$ cat src/rtl/if_fetch_ctrl.sv
`default_nettype none
// ----------------------------------------------------------------------------
// if_fetch_ctrl : issues one SRAM-like instruction request per fetch PC and
//                 delivers the returned word to decode. Stale responses are
//                 discarded after a redirect.
// Optional misaligned-fetch check: define FETCH_ADEL_CHECK_EN
// Rev 1.0
// ----------------------------------------------------------------------------
module if_fetch_ctrl #(
  parameter logic [31:0] RESET_PC = 32'hbfc0_0000
) (
  input  logic        clk,
  input  logic        rst,
  input  logic [31:0] pcF,
  input  logic        flushF,
  input  logic        stallD,
  output logic        inst_req,
  output logic [31:0] inst_addr,
  input  logic        inst_addr_ok,
  input  logic        inst_data_ok,
  input  logic [31:0] inst_rdata,
  output logic [31:0] instF,
  output logic [31:0] pc_instF,
  output logic        inst_validF,
  output logic        i_stall,
  output logic        adelF
);

  typedef enum logic [2:0] {
    S_IDLE = 3'd0,
    S_REQ  = 3'd1,
    S_WAIT = 3'd2,
    S_HOLD = 3'd3,
    S_DROP = 3'd4
  } state_t;

  state_t      state, state_n;
  logic [31:0] req_pc, req_pc_n;
  logic [31:0] hold_inst, hold_inst_n;
  logic        hold_adel, hold_adel_n;
  logic        drop_pend, drop_pend_n;

  logic        misaligned;
  logic        req_c, valid_c, adel_c;
  logic [31:0] addr_c, inst_c, pc_c;

  // The reset PC is owned by the PC register; it is carried here for reference.
  logic unused_reset_pc;
  assign unused_reset_pc = ^RESET_PC;

`ifdef FETCH_ADEL_CHECK_EN
  assign misaligned = (pcF[1:0] != 2'b00);
`else
  assign misaligned = 1'b0;
`endif

  always_ff @(posedge clk) begin
    if (rst) begin
      state     <= S_IDLE;
      req_pc    <= 32'd0;
      hold_inst <= 32'd0;
      hold_adel <= 1'b0;
      drop_pend <= 1'b0;
    end else begin
      state     <= state_n;
      req_pc    <= req_pc_n;
      hold_inst <= hold_inst_n;
      hold_adel <= hold_adel_n;
      drop_pend <= drop_pend_n;
    end
  end

  always_comb begin
    state_n     = state;
    req_pc_n    = req_pc;
    hold_inst_n = hold_inst;
    hold_adel_n = hold_adel;
    drop_pend_n = drop_pend;
    req_c       = 1'b0;
    addr_c      = req_pc;
    valid_c     = 1'b0;
    inst_c      = 32'd0;
    pc_c        = req_pc;
    adel_c      = 1'b0;

    case (state)
      S_IDLE: begin
        addr_c = pcF;
        if (!flushF) begin
          if (misaligned) begin
            // Fault is reported in place of a bus fetch.
            valid_c = 1'b1;
            pc_c    = pcF;
            adel_c  = 1'b1;
            if (stallD) begin
              state_n     = S_HOLD;
              hold_inst_n = 32'd0;
              hold_adel_n = 1'b1;
              req_pc_n    = pcF;
            end
          end else begin
            req_c    = 1'b1;
            req_pc_n = pcF;
            state_n  = inst_addr_ok ? S_WAIT : S_REQ;
          end
        end
      end
      S_REQ: begin
        req_c = 1'b1;
        if (inst_addr_ok) begin
          state_n     = (flushF || drop_pend) ? S_DROP : S_WAIT;
          drop_pend_n = 1'b0;
        end else if (flushF) begin
          drop_pend_n = 1'b1;
        end
      end
      S_WAIT: begin
        if (inst_data_ok) begin
          if (flushF) begin
            state_n = S_IDLE;
          end else begin
            valid_c = 1'b1;
            inst_c  = inst_rdata;
            if (stallD) begin
              state_n     = S_HOLD;
              hold_inst_n = inst_rdata;
              hold_adel_n = 1'b0;
            end else begin
              state_n = S_IDLE;
            end
          end
        end else if (flushF) begin
          state_n = S_DROP;
        end
      end
      S_HOLD: begin
        valid_c = !flushF;
        inst_c  = hold_inst;
        adel_c  = hold_adel;
        if (flushF || !stallD) state_n = S_IDLE;
      end
      S_DROP: begin
        if (inst_data_ok) state_n = S_IDLE;
      end
      default: state_n = S_IDLE;
    endcase
  end

  assign inst_req    = req_c & ~rst;
  assign inst_addr   = addr_c;
  assign inst_validF = valid_c & ~rst;
  assign instF       = inst_validF ? inst_c : 32'd0;
  assign pc_instF    = pc_c;
  assign adelF       = inst_validF & adel_c;
  // A redirect must always be able to load the PC, so flush releases the stall.
  assign i_stall     = ~inst_validF & ~(flushF & ~rst);

endmodule
`default_nettype wire

$ cat config.mk
export PLATFORM = sky130hd
export DESIGN_NAME = if_fetch_ctrl
export DESIGN_NICKNAME = d
export VERILOG_FILES = /design/src/rtl/if_fetch_ctrl.sv
export SDC_FILE = /design/constraint.sdc
export NUM_CORES = 1
export LEC_CHECK = 0
export BUFFER_PORTS_ARGS = -buffer_cell sky130_fd_sc_hd__buf_4
export CAP_MARGIN = 20
export CORE_ASPECT_RATIO = 0.9
export CORE_MARGIN = 10
export CORE_UTILIZATION = 46
export CTS_CLUSTER_SIZE = 30
export DETAILED_ROUTE_END_ITERATION = 7
export PLACE_DENSITY_LB_ADDON = 0.3
export SKIP_LAST_GASP = 1
export SYNTH_ARGS = -nofsm -noshare
export SYNTH_HDL_FRONTEND = slang
export SYNTH_SLANG_ARGS = --single-unit
$ cat constraint.sdc
create_clock -name clk -period 1.9 [get_ports clk]
set_input_delay 0.19 -clock clk [delete_from_list [all_inputs] [get_ports clk]]
set_output_delay 0.19 -clock clk [all_outputs]
set_load 0.05 [all_outputs]
# --- Yosys cells after proc, flatten, opt, wreduce, memory -nomap -nowiden ---
# Index checks and enable logic that the tools add are counted.
# Widths: inputs -> output; s select.
word_totals:
  inputBits: 70
  wordCells: 53
  ff_bits: 68
  out_inout_bits: 100
classes:
  n_reduce_logical: 10
  n_eq_ne: 9
  bitwise_logic: 8
  mux: 22
ops:
  columns: ["cell", "n"]
  rows:
  - ["$mux 32", 4]
  - ["$pmux 32 s2", 1]
  - ["$mux 3", 7]
  - ["$pmux 3 s5", 1]
  - ["$ne 2x2->1 const B", 4]
  - ["$eq 3x2->1 const B", 2]
  - ["$mux 2", 3]
  - ["$reduce_and 5->1", 1]
  - ["$and 1x1->1", 4]
  - ["$mux 1", 4]
  - ["$not 1->1", 4]
  - ["$pmux 1 s2", 2]
  - ["$reduce_and 2->1", 2]
  - ["$reduce_and 4->1", 1]
  - ["$eq 3x1->1 const B", 1]
  - ["$eq 3x3->1 const B", 1]
  - ["$logic_not 3->1", 1]
  - ["$ne 3x3->1 const B", 1]
  - ["$logic_not 1->1", 2]
  - ["$logic_or 1x1->1", 2]
  - ["$reduce_bool 2->1", 1]

# --- Depth between registers and ports, before layout ---
# Gate-level depths: netlist of the first run.
depth:
  depth_word: 6
  mapped_depth: 7
  mapped_depth_nobuf: 4

# --- Worst setup path before layout of the first run ---
# No wires, ideal clock.
synth_timing:
  path_kind: "reg2out"
  start: "register state[0]"
  end: "output port inst_req"
  path_slack_ns: -1.303
  path_stages_with_launch: 4
  n_path_buf: 1
  arrival_ns: 3.013
  path_cell_list: "dfxtp_1 buf_4 inv_1 a2111oi_0"
synth_between:
  elab_chain_len: 3
  elab_cells_between_ends: 4
  classes_between: "eq/ne (1); mux (1); bitwise (1); reduce/logical (1)"
synth_rtl:
  columns: ["item", "line", "text"]
  rows:
  - ["from (decl)", "37", "state_t state, state_n;"]
  - ["from (signal assigned)", "65", "state <= state_n;"]
  - ["$eq 3x1->1 or $logic_not 3->1 (tied branches)", "86", "case (state)"]
  - ["$pmux 1 s2 *", "86", null]
  - ["$and 1x1->1 *", "149", "assign inst_req = req_c & ~rst;"]
  - ["to (decl)", "17", "output logic inst_req,"]
# Mark *: on every way between the ends. The rest lies on a longest branch, timed or not.

# --- Worst setup path in the final report of the first run ---
layout_timing:
  start: "register state[2]"
  end: "output port instF[6]"
layout_between:
  elab_chain_len: 4
  elab_cells_between_ends: 6
  classes_between: "eq/ne (2); mux (3); bitwise (1)"
layout_rtl:
  columns: ["item", "line", "text"]
  rows:
  - ["$eq 3x2->1", "86", null]
  - ["$pmux 1 s2", "86", null]
  - ["$and 1x1->1", "151", "assign inst_validF = valid_c & ~rst;"]
  - ["$mux 32 *", "152", "assign instF = inst_validF ? inst_c : 32'd0;"]
  - ["to (decl)", "22", "output logic [31:0] instF,"]
# Marks and branches as above.

==> flow_metrics.env, run 1 <==
export IMPL_ant_nets=0
export IMPL_r2r_end="state[2]"
export IMPL_n_fill_cell=327
export IMPL_violations="setup timing"
export IMPL_met3_wirelength_mm=1.77
export IMPL_wl_met2_mm=7.97
export IMPL_h_tree_depth=3
export IMPL_die_h_um=101
export IMPL_synth_ff_latch_count=68
export IMPL_async_reset_ff_frac=0
export IMPL_reg2reg_slack_ns=-0.03
export IMPL_track_usage=0.220
export IMPL_placed_cells=677
export IMPL_root_buffer="clkbuf_8"
export IMPL_clock_latency_ns=0.34
export IMPL_fin_util=0.873
export IMPL_setup_viol=68
export IMPL_first_global_vias=3953
export IMPL_crit_fanout=8
export IMPL_grt_max_degree=50
export IMPL_synth_area_top_cells="dfxtp_1, nand2_1, mux2_2, a21oi_1, a22oi_1"
export IMPL_first_iter_violations=349
export IMPL_drv_cap=0
export IMPL_hold_buffers=0
export IMPL_r2r_cells=8
export IMPL_place_gp_congestion=0.849
export IMPL_dr_pass1_iters=5
export IMPL_synth_top_cell_by_area="dfxtp_1"
export IMPL_rows=29
export IMPL_post_route_period_util=1.19
export IMPL_worst_setup_path_end_kind="primary output"
export IMPL_via_per_inst=5.80
export IMPL_fp_dieW_um=110
export IMPL_max_freq_ghz=0.442
export IMPL_vias=4104
export IMPL_crit_arrival_ns=2.07
export IMPL_hp_class="in -> reg"
export IMPL_setup_tns_ns=-14.84
export IMPL_post_route_drc_count=0
export IMPL_synth_top_area_share=0.404
export IMPL_wl_mm=15.7
export IMPL_layout_nets=681
export IMPL_skew_ns=0.00805
export IMPL_highest_layer="met4"
export IMPL_fin_crit_ns=2.26
export IMPL_wirelength_met1_mm=5.38
export IMPL_cts_sinks=68
export IMPL_coreArea_um2=7080
export IMPL_grt_ovfl_total=0
export IMPL_dieArea_um2=11200
export IMPL_antenna_found_initial=0
export IMPL_antenna_cells=0
export IMPL_crit_chain="or3b_1, or3_4, clkbuf_16, nor2_4, buf_6"
export IMPL_relSlewSlack=0.642
export IMPL_ir_drop_uv=721
export IMPL_area_delta_synth_final_pct=83.4
export IMPL_rsz0062_at_grt="yes"
export IMPL_placedInstanceArea_um2=4780
export IMPL_hold_viol=0
export IMPL_cts_buffer_depth=2
export IMPL_powerDensity_nw_per_um2=790
export IMPL_ys_seq_area_frac=0.404
export IMPL_cts_tree="yes"
export IMPL_layout_cells_non_filler=707
export IMPL_yosysWarnings=0
export IMPL_multi_input_area_um2=2250
export IMPL_netlist_area_um2=3370
export IMPL_initial_core_util=0.476
export IMPL_regToRegStartpoint="state[2]"
export IMPL_syn_nets=505
export IMPL_design_area_um2=6180
export IMPL_pin_count=170
export IMPL_dp_slack_ns=0.0728
export IMPL_crit_slowest_cell="or3_4"
export IMPL_clk_pin_slew_ns=0.07
export IMPL_synth_edf_count=0
export IMPL_outcome="finished, violations left"
export IMPL_cts_buffers=9
export IMPL_syn_inst=435
export IMPL_required_ns=1.71
export IMPL_max_stage_delay_ns=0.51
export IMPL_ys_flop_type="dfxtp_1"
export IMPL_worst_slack_ns=-0.361
export IMPL_grt_first_pass_wirelength_mm=19.7
export IMPL_crit_path_start="state[2]"
export IMPL_drv_slew=0
export IMPL_drive_gt1_frac=0.498
export IMPL_final_common_cell="nand2_1"
export IMPL_worst_pin_slew_ns=0.537
export IMPL_hold_ws_ns=0.104
export IMPL_synth_avg_cell_area_um2=7.74
export IMPL_endpoint="instF[6]"
export IMPL_setup_worst_path_class="reg -> out"
export IMPL_port_buffers=168
export IMPL_seqCellArea_um2=1370
export IMPL_final_cell_mix="nand2_1, buf_4, dfxtp_1, a21oi_1, buf_8"
export IMPL_place_hpwl_mm=8.44
export IMPL_crit_path_start_kind="flip-flop"
export IMPL_p_leak_nw=2.52
export IMPL_wl_per_cell_um=22.2
export IMPL_yosysUniqueCellTypes=38
export IMPL_p_total_mw=4.88
[sequential cells by signal, indices dropped and copies added (netlist names)]
name and flops:
drop_pend 1, hold_inst 32, state 3, req_pc 32
[worst min path at each step]
stage / depth (start not counted) / from / endpoint
finish: 3 / inst_rdata[29] / hold_inst[29]
global placement: 2 / inst_addr_ok / drop_pend
CTS: 2 / inst_addr_ok / drop_pend
detailed placement: 2 / inst_addr_ok / drop_pend
floorplan: 1 / inst_addr_ok / drop_pend
global route: 3 / pcF[12] / req_pc[12]
[metal layers]
metal,vias up,global-route usage
li1,1821,-
met1,1974,0.238
met2,253,0.368
met3,56,0.0946
met4,0,0.0977
met5,-,0
[synth_stat cells (2+ instances only)]
cell type and number:
a21oi_1 66, a22oi_1 32, and2_1 2, buf_2 16, buf_4 2, buf_6 5
clkbuf_1 17, dfxtp_1 68, inv_1 3, mux2_2 32, nand2_1 128, nand2b_1 3
nor2_1 33, nor2_2 4
[layout make-up]
cell class | count | area share
clock buffer | 12 | 0.0235
clock inverter | 2 | 0.00203
inverter | 3 | 0.00385
multi-input combinational | 324 | 0.364
sequential | 68 | 0.221
tap | 93 | 0.0188
timing repair buffer | 205 | 0.367
[cell families (layout without fill, tap and decap cells)]
group	Yosys count	count (layout)	share of synthesized area
AO/OA/AOI/OAI	108	108	0.193
buffers and inverters	43	222	0.0672
flip-flops	68	68	0.404
multiplexers	33	33	0.110
other	1	1	0.00111
AND/OR/NAND/NOR	182	182	0.224
[what timing repair did]
| action | CTS | global route |
|---|---|---|
| pin swaps | 11 | 21 |
| resized for setup | 105 | 145 |
| setup endpoints to repair | 66 | 68 |
| cloned | 3 | 7 |
| endpoints found under the hold margin | 0 | 0 |
| buffers inserted | 6 | 1 |
[power breakdown]
part	internal (mW)	switching [mW]	total (mW)	leakage [nW]
registers	1.50	0.0683	1.57	0.555
logic	0.987	1.31	2.29	1.89
clock network	0.494	0.525	1.02	0.0783
[worst max-delay path, delay by kind of cell (launching register included)]
family,cells,cell delay [ns]
flops,1,0.33
simple gates,3,0.99
buf+inv,2,0.40
No activity file was read; power rests on OpenSTA's default activity.
==> run 2, diff against run 1 <==
--- a/config.mk
+++ b/config.mk
@@ -8,11 +8,11 @@
 export BUFFER_PORTS_ARGS = -buffer_cell sky130_fd_sc_hd__buf_4
 export CAP_MARGIN = 20
 export CORE_ASPECT_RATIO = 0.9
-export CORE_MARGIN = 10
 export CORE_UTILIZATION = 46
 export CTS_CLUSTER_SIZE = 30
 export DETAILED_ROUTE_END_ITERATION = 7
 export PLACE_DENSITY_LB_ADDON = 0.3
+export RECOVER_POWER = 25
 export SKIP_LAST_GASP = 1
 export SYNTH_ARGS = -nofsm -noshare
 export SYNTH_HDL_FRONTEND = slang
==> flow_metrics.env, run 2 (synthesized netlist as in run 1, its figures left out) <==
export IMPL_die_h_um=83.2
export IMPL_ant_nets=0
export IMPL_required_ns=1.71
export IMPL_initial_core_util=0.476
export IMPL_layout_nets=670
export IMPL_post_route_drc_count=0
export IMPL_grt_use_met1=0.361
export IMPL_dieArea_um2=7670
export IMPL_drv_slew=0
export IMPL_first_iter_violations=206
export IMPL_p_leak_nw=2.30
export IMPL_place_gp_congestion=0.834
export IMPL_post_route_period_util=1.12
export IMPL_final_cell_mix="nand2_1, buf_4, dfxtp_1, a21oi_1, buf_6"
export IMPL_skew_ns=0.0120
export IMPL_clk_pin_slew_ns=0.07
export IMPL_fp_dieW_um=92.2
export IMPL_busiest_layer="met2"
export IMPL_dr_pass1_iters=6
export IMPL_coreArea_um2=7080
export IMPL_crit_slowest_cell="or3_4"
export IMPL_final_common_cell="nand2_1"
export IMPL_fin_crit_ns=2.13
export IMPL_port_buffers=168
export IMPL_setup_viol=66
export IMPL_track_usage=0.287
export IMPL_fin_util=0.789
export IMPL_pin_count=170
export IMPL_vias=3829
export IMPL_place_hpwl_mm=6.48
export IMPL_clock_latency_ns=0.33
export IMPL_drv_cap=0
export IMPL_crit_arrival_ns=1.94
export IMPL_violations="setup timing"
export IMPL_antenna_found_initial=0
export IMPL_hp_class="in -> reg"
export IMPL_wl_mm=11.6
export IMPL_setup_worst_path_class="reg -> out"
export IMPL_placed_cells=672
export IMPL_h_tree_depth=3
export IMPL_grt_first_pass_wirelength_mm=17.5
export IMPL_top_regs="hold_inst (32), req_pc (32), state (3)"
export IMPL_max_stage_delay_ns=0.42
export IMPL_n_fill_cell=478
export IMPL_wl_per_cell_um=16.6
export IMPL_crit_path_start_kind="flip-flop"
export IMPL_cts_sinks=68
export IMPL_gr_usage_met2=0.485
export IMPL_outcome="finished, violations left"
export IMPL_max_freq_ghz=0.470
export IMPL_use_met3=0.0531
export IMPL_root_buffer="clkbuf_8"
export IMPL_ir_drop_uv=729
export IMPL_crit_fanout=17
export IMPL_hold_viol=0
export IMPL_hold_ws_ns=0.111
export IMPL_area_delta_synth_final_pct=65.7
export IMPL_cts_tree="yes"
export IMPL_worst_setup_path_end_kind="primary output"
export IMPL_rows=29
export IMPL_powerDensity_nw_per_um2=860
export IMPL_worst_slack_ns=-0.230
export IMPL_antenna_cells=0
export IMPL_first_global_vias=3572
export IMPL_relSlewSlack=0.535
export IMPL_drive_gt1_frac=0.401
export IMPL_worst_pin_slew_ns=0.697
export IMPL_rsz0062_at_grt="yes"
export IMPL_cts_buffer_depth=2
export IMPL_grt_ovfl_total=0
export IMPL_crit_chain="or3b_1, or3_4, buf_12, nor2_1, buf_6"
export IMPL_grt_max_degree=68
export IMPL_layout_cells_non_filler=697
export IMPL_via_per_inst=5.49
export IMPL_cts_buffers=9
run 2: changes by cell type in the layout (fill, tap and decap cells not counted), sizes merged:
cell	delta
clkbuf	+21
buf	-31
inv	+1
clkinvlp	-1
run 2: per-layer routing:
metal  part of all wire  vias up
met3              0.081       28
li1                   -     1805
met2               0.49      225
met5                  0        -
met1               0.40     1771
met4              0.028        0
run 2: power by group:
part | internal [mW] | leakage, nW | switching (mW)
clock network | 0.535 | 0.0893 | 0.504
registers | 1.50 | 0.554 | 0.0681
logic | 0.940 | 1.65 | 1.25
total | 2.98 | 2.30 | 1.82
run 2: what timing repair did:
| action | 4_1_cts | 5_1_grt |
|---|---|---|
| gates resized for setup | 110 | 47 |
| gates cloned | 4 | 1 |
| pin swaps | 0 | 1 |
| hold buffers | 0 | 0 |
| endpoints found under the setup margin | 66 | 66 |
| buffers inserted | 6 | 0 |
run 2: worst paths after layout:
check                                    from            end  slack (ns)  depth (start not counted)
worst max-delay path                 state[1]      instF[18]       -0.23                          5
worst min register to register  hold_inst[16]  hold_inst[16]        0.45                          2
worst max register to register       state[2]       state[2]        0.21                          6
worst min-delay path             inst_addr_ok      drop_pend        0.11                          2
run 2: cell type report:
class / instances / area, um^2 / area share
inverters: 3 / 11.3 / 0.00202
flip-flops and latches: 68 / 1360 / 0.244
clock inverters: 2 / 10.0 / 0.00179
well taps: 93 / 116 / 0.0208
repair buffers: 194 / 1920 / 0.345
clock buffers: 13 / 159 / 0.0285
multi-input cells: 324 / 2000 / 0.358
run 2: through the flow:
stage          setup WS (ns)  setup TNS [ns]  area (um^2)  power, mW
6_report              -0.230           -9.95         5580       4.80
5_1_grt               -0.285          -14.23         5580       4.96
4_1_cts               -0.213          -10.22         5510       4.71
3_5_place_dp           0.110               0         4770       3.27
3_3_place_gp           0.135               0         4770       3.25
2_1_floorplan         -0.249           -6.26         3390       2.73
run 2: worst max-delay path: cells and delay by family, from the launching register on:
kind / cells / cell delay, ns
flip-flops: 1 / 0.34
buffers and inverters: 2 / 0.35
AND/OR/NAND/NOR: 3 / 0.91
